<file path="src/rtl/uart_tx_feeder.sv">
// Byte FIFO that sequences buffered bytes into uart_tx one frame at a time; first send_en two edges after a write into an idle, empty block.
// Writes are dropped (overflow pulse) when full; the next frame waits for tx_done plus GAP_CYCLES idle clocks.
module uart_tx_feeder #(
    parameter int DEPTH      = 16,
    parameter int AW         = 4,
    parameter int GAP_CYCLES = 2
) (
    input  logic          clock,
    input  logic          n_reset,
    input  logic          wr_en,
    input  logic [7:0]    wr_data,
    output logic          full,
    output logic          empty,
    output logic [AW:0]   count,
    output logic          overflow,
    output logic [7:0]    tx_data,
    output logic          tx_send_en,
    input  logic          tx_done,
    output logic          busy
);

    localparam int          GW      = (GAP_CYCLES > 1) ? $clog2(GAP_CYCLES) : 1;
    localparam logic [AW:0] DEPTH_C = (AW+1)'(DEPTH);
    localparam logic [AW:0] ONE     = (AW+1)'(1);

    typedef enum logic [1:0] {
        ST_IDLE,
        ST_SEND,
        ST_WAIT,
        ST_GAP
    } state_t;

    state_t        state;
    logic [7:0]    mem [DEPTH];
    logic [AW-1:0] wr_ptr;
    logic [AW-1:0] rd_ptr;
    logic [GW-1:0] gap_cnt;
    logic          is_full;
    logic          accept;
    logic          pop;
    logic [AW:0]   count_next;

    // Full is judged on the pre-edge count, so a pop on the same edge does not rescue a write.
    assign is_full = (count == DEPTH_C);
    assign accept  = wr_en && !is_full;
    assign pop     = (state == ST_IDLE) && (count != '0);

    always_comb begin
        count_next = count;
        if (accept && !pop) begin
            count_next = count + ONE;
        end else if (!accept && pop) begin
            count_next = count - ONE;
        end
    end

    always_ff @(posedge clock) begin
        if (n_reset && accept) begin
            mem[wr_ptr] <= wr_data;
        end
    end

    always_ff @(posedge clock) begin
        if (!n_reset) begin
            wr_ptr   <= '0;
            count    <= '0;
            full     <= 1'b0;
            empty    <= 1'b1;
            overflow <= 1'b0;
        end else begin
            if (accept) begin
                wr_ptr <= wr_ptr + 1'b1;
            end
            count    <= count_next;
            full     <= (count_next == DEPTH_C);
            empty    <= (count_next == '0);
            overflow <= wr_en && is_full;
        end
    end

    // Send sequencer; tx_send_en and busy are registered alongside the state they decode.
    always_ff @(posedge clock) begin
        if (!n_reset) begin
            state      <= ST_IDLE;
            rd_ptr     <= '0;
            tx_data    <= 8'h00;
            tx_send_en <= 1'b0;
            busy       <= 1'b0;
            gap_cnt    <= '0;
        end else begin
            case (state)
                ST_IDLE: begin
                    if (pop) begin
                        tx_data    <= mem[rd_ptr];
                        rd_ptr     <= rd_ptr + 1'b1;
                        state      <= ST_SEND;
                        tx_send_en <= 1'b1;
                        busy       <= 1'b1;
                    end
                end
                ST_SEND: begin
                    state      <= ST_WAIT;
                    tx_send_en <= 1'b0;
                end
                ST_WAIT: begin
                    if (tx_done) begin
                        if (GAP_CYCLES > 0) begin
                            state   <= ST_GAP;
                            gap_cnt <= GW'(GAP_CYCLES - 1);
                        end else begin
                            state <= ST_IDLE;
                            busy  <= 1'b0;
                        end
                    end
                end
                ST_GAP: begin
                    if (gap_cnt == '0) begin
                        state <= ST_IDLE;
                        busy  <= 1'b0;
                    end else begin
                        gap_cnt <= gap_cnt - 1'b1;
                    end
                end
                default: begin
                    state      <= ST_IDLE;
                    tx_send_en <= 1'b0;
                    busy       <= 1'b0;
                end
            endcase
        end
    end

endmodule
</file>
<file path="config.mk">
export PLATFORM = sky130hd
export DESIGN_NAME = uart_tx_feeder
export DESIGN_NICKNAME = d
export VERILOG_FILES = /design/src/rtl/uart_tx_feeder.sv
export SDC_FILE = /design/constraint.sdc
export NUM_CORES = 1
export LEC_CHECK = 0
export BUFFER_PORTS_ARGS = -buffer_cell sky130_fd_sc_hd__buf_2
export CAP_MARGIN = 30
export CELL_PAD_IN_SITES_DETAIL_PLACEMENT = 0
export CELL_PAD_IN_SITES_GLOBAL_PLACEMENT = 1
export CORE_MARGIN = 2
export CORE_UTILIZATION = 23
export CTS_CLUSTER_SIZE = 28
export DETAILED_ROUTE_END_ITERATION = 10
export MAX_ROUTING_LAYER = met4
export PLACE_DENSITY_LB_ADDON = 0.12
export SLEW_MARGIN = 20
export SYNTH_ARGS = -nofsm -noshare
export SYNTH_HDL_FRONTEND = slang
export SYNTH_SLANG_ARGS = --single-unit
</file>
<file path="constraint.sdc">
create_clock -name clock -period 3.3 [get_ports clock]
set_input_delay 0 -clock clock [delete_from_list [all_inputs] [get_ports clock]]
set_output_delay 0 -clock clock [all_outputs]
set_load 0.1 [all_outputs]
</file>
==> out/results.tsv <==
metric	value	unit
yosys_warnings	0	
startpoint_type	register	
cts_num_sinks	157	
worstMarginPinSlew	0.864	ns
holdCritPathClass	input pin to register	
num_vias	3401	
overflow	0	
die_y	170	um
cts.path.max_buffers	2	
p_per_area	793	nW/um2
io_pins	30	
root_buffer	clkbuf_16	
place_area	6970	um2
syn_area	6340	um2
synth_seq_area_share	69.8	%
n_fill_cell	2737	
rows	60	
h-tree-depth	4	
cts_tree	done	
finClkSkew	0.00893	ns
fin_crit_sh	75.7	%
path_clk_slew	0.06	ns
grt_usage	11.5	%
synthFlopType	edfxtp_1	
worstPathArrival	2.77	ns
wl_per_cell	19.1	um
cp_max_fo	7	
rsz0062_at_grt	false	
utilization	28.3	%
dp_hpwl	9660	um
met2_length	7110	um
insertion_delay	0.42	ns
start_util	23.5	%
max_freq	401	MHz
ys_types	41	
die-width	170	um
n_antenna_cell	0	
fin_nets	457	
core_area	27000	um2
drt-initial-drc-count	251	
dr.pass1.iters	5	
syn-num-nets	397	
synthCells	373	
grt_pass1_vias	3539	
syn_area_per_cell	17.0	um2
async_reset_ff_share	0	%
port_buffers	29	
cts-buffers-inserted	17	
finalWirelength	15100	um
p_leak	2.55	nW
cts_resized	0	
synth_edf_count	128	
synth_top_area_share	60.6	%
ir_worst_vdd	0.000349	V
ant_nets	0	
slew_headroom	42.3	%
met1_length	7340	um
finalHoldViolCount	0	
top_layer	met4	
fin_setup_tns	0	ns
cp-end-kind	register	
syn2layout_area_growth	20.5	%
cap_violations	0	
antenna_found_initial	0	
synth_area_leaders	edfxtp_1 (61%), mux4_2 (11%), dfxtp_1 (9.2%)	
drc	0	
synth_top_cell_by_area	edfxtp_1	
ys_ff_latch	157	
required	3.58	ns
outcome	complete, no violations	
die_area	28900	um2
criticalPathCategory	register to register	
grt_max_degree	34	
period_minus_slack	2.50	ns
drive_above_1_share	26.5	%
viasPerCell	4.32	
setup_viol	0	
grt_first_pass_wirelength	23000	um
dr_wl_met3	398	um
stdcell_area	7640	um2
place.gp.congestion	0.668	
slew_viol_final	0	
==> metrics by stage <==
stage               hold WS [ns]  power (mW)  instances  setup WS (ns)
floorplan                 0.0989        3.85        373         0.0510
CTS                       0.0546        6.16        787          0.746
global route              0.0831        6.35        787          0.589
finish                    0.0412        6.06        787          0.803
detailed placement         0.328        4.21        745          0.766
global placement           0.323        4.21        745          0.736
==> cells in the mapped netlist (all sizes together), types with 2 or more instances <==
cell type	count
nor3	4
a221oi	8
nor2b	7
nand2b	3
clkbuf	6
nand2	15
a21boi	2
nand3	14
buf	14
nor2	20
nor4b	2
a22o	8
ha	12
maj3	2
xnor2	8
dfxtp	29
xor2	2
mux2i	2
mux4	32
inv	11
and2	11
nor4	3
o21ai	10
edfxtp	128
a21oi	6
nand4	2
nand3b	2
==> worst max-delay path, stage by stage, from the launching register on <==
cell and delay [ns]:
dfxtp_1 0.47, inv_1 0.12, ha_1 0.27, nor4b_4 0.16
nor2b_1 0.53, xnor2_1 0.20, a211oi_1 0.51, o41ai_2 0.09
==> flip-flops by register name, summed over array words and instances, names as in the netlist <==
| name | count |
|---|---|
| overflow | 1 |
| busy | 1 |
| tx_data | 8 |
| state | 2 |
| mem | 128 |
| empty | 1 |
| tx_send_en | 1 |
| rd_ptr | 4 |
| full | 1 |
| count | 5 |
| wr_ptr | 4 |
| gap_cnt | 1 |
==> routing by layer <==
layer / up-vias / track usage (%)
met5: - / -
met4: 0 / 3.79
met3: 13 / 2.37
met2: 43 / 17.6
met1: 1764 / 15.3
li1: 1581 / -
==> layout by cell type (no fill, tap or decap), types with 2 or more instances in the layout <==
cell type,n
inv_1,11
mux2i_1,2
mux4_2,32
nand4_1,2
nand3_1,14
dlygate4sd3_1,10
xor2_1,2
clkinv_2,2
nand2b_1,3
and2_1,11
o21ai_1,10
a21boi_1,2
ha_1,12
buf_4,22
buf_2,29
a21oi_1,6
dfxtp_1,28
nor2_1,20
nor2b_1,7
xnor2_1,8
inv_6,6
nor4_1,3
a221oi_1,8
nand2_1,15
nand3b_1,2
nor3_1,4
a22o_1,8
clkbuf_16,17
clkinv_4,2
edfxtp_1,128
maj3_1,2
==> final timing paths <==
kind / startpoint / endpoint / slack (ns) / depth (start not counted)
setup / recovery: count[0] / empty / 0.80 / 7
hold / removal: n_reset / empty / 0.04 / 2
setup reg to reg: count[0] / empty / 0.80 / 7
hold reg to reg: tx_data[1] / tx_data[1] / 0.46 / 2
==> report_power, final <==
group	switching, mW	internal (mW)	leakage [nW]
Clock	0.838	1.08	0.281
Combinational	1.18	0.552	0.880
Sequential	0.148	2.26	1.39
Total	2.17	3.89	2.55
==> cell type report <==
cell class | instances | area [um2] | area share (%)
flip-flops and latches | 157 | 4430 | 57.9
multi-input cells | 185 | 1770 | 23.1
clock buffers | 19 | 443 | 5.80
well taps | 341 | 427 | 5.58
repair buffers | 61 | 410 | 5.37
clock inverters | 13 | 129 | 1.69
inverters | 11 | 41.3 | 0.540
==> timing repair <==
action | 4_1_cts | 5_1_grt
buffers inserted | 0 | 0
endpoints found under the hold margin | 113 | 0
hold buffers | 10 | 0
==> logic make-up (layout without fill, tap and decap cells) <==
| logic type | count (synthesis) | count (layout) | share of synthesized area (%) |
|---|---|---|---|
| adders and majority gates | 14 | 14 | 2.68 |
| DFF | 157 | 157 | 69.8 |
| buffers and inverters | 31 | 104 | 2.37 |
| muxes | 34 | 34 | 11.7 |
| AOI/OAI and AO/OA | 40 | 40 | 4.68 |
| xor gates and xnor gates | 10 | 10 | 1.38 |
| and+or+nand+nor | 87 | 87 | 7.42 |
Note: power is estimated with default switching activity, not from simulation.
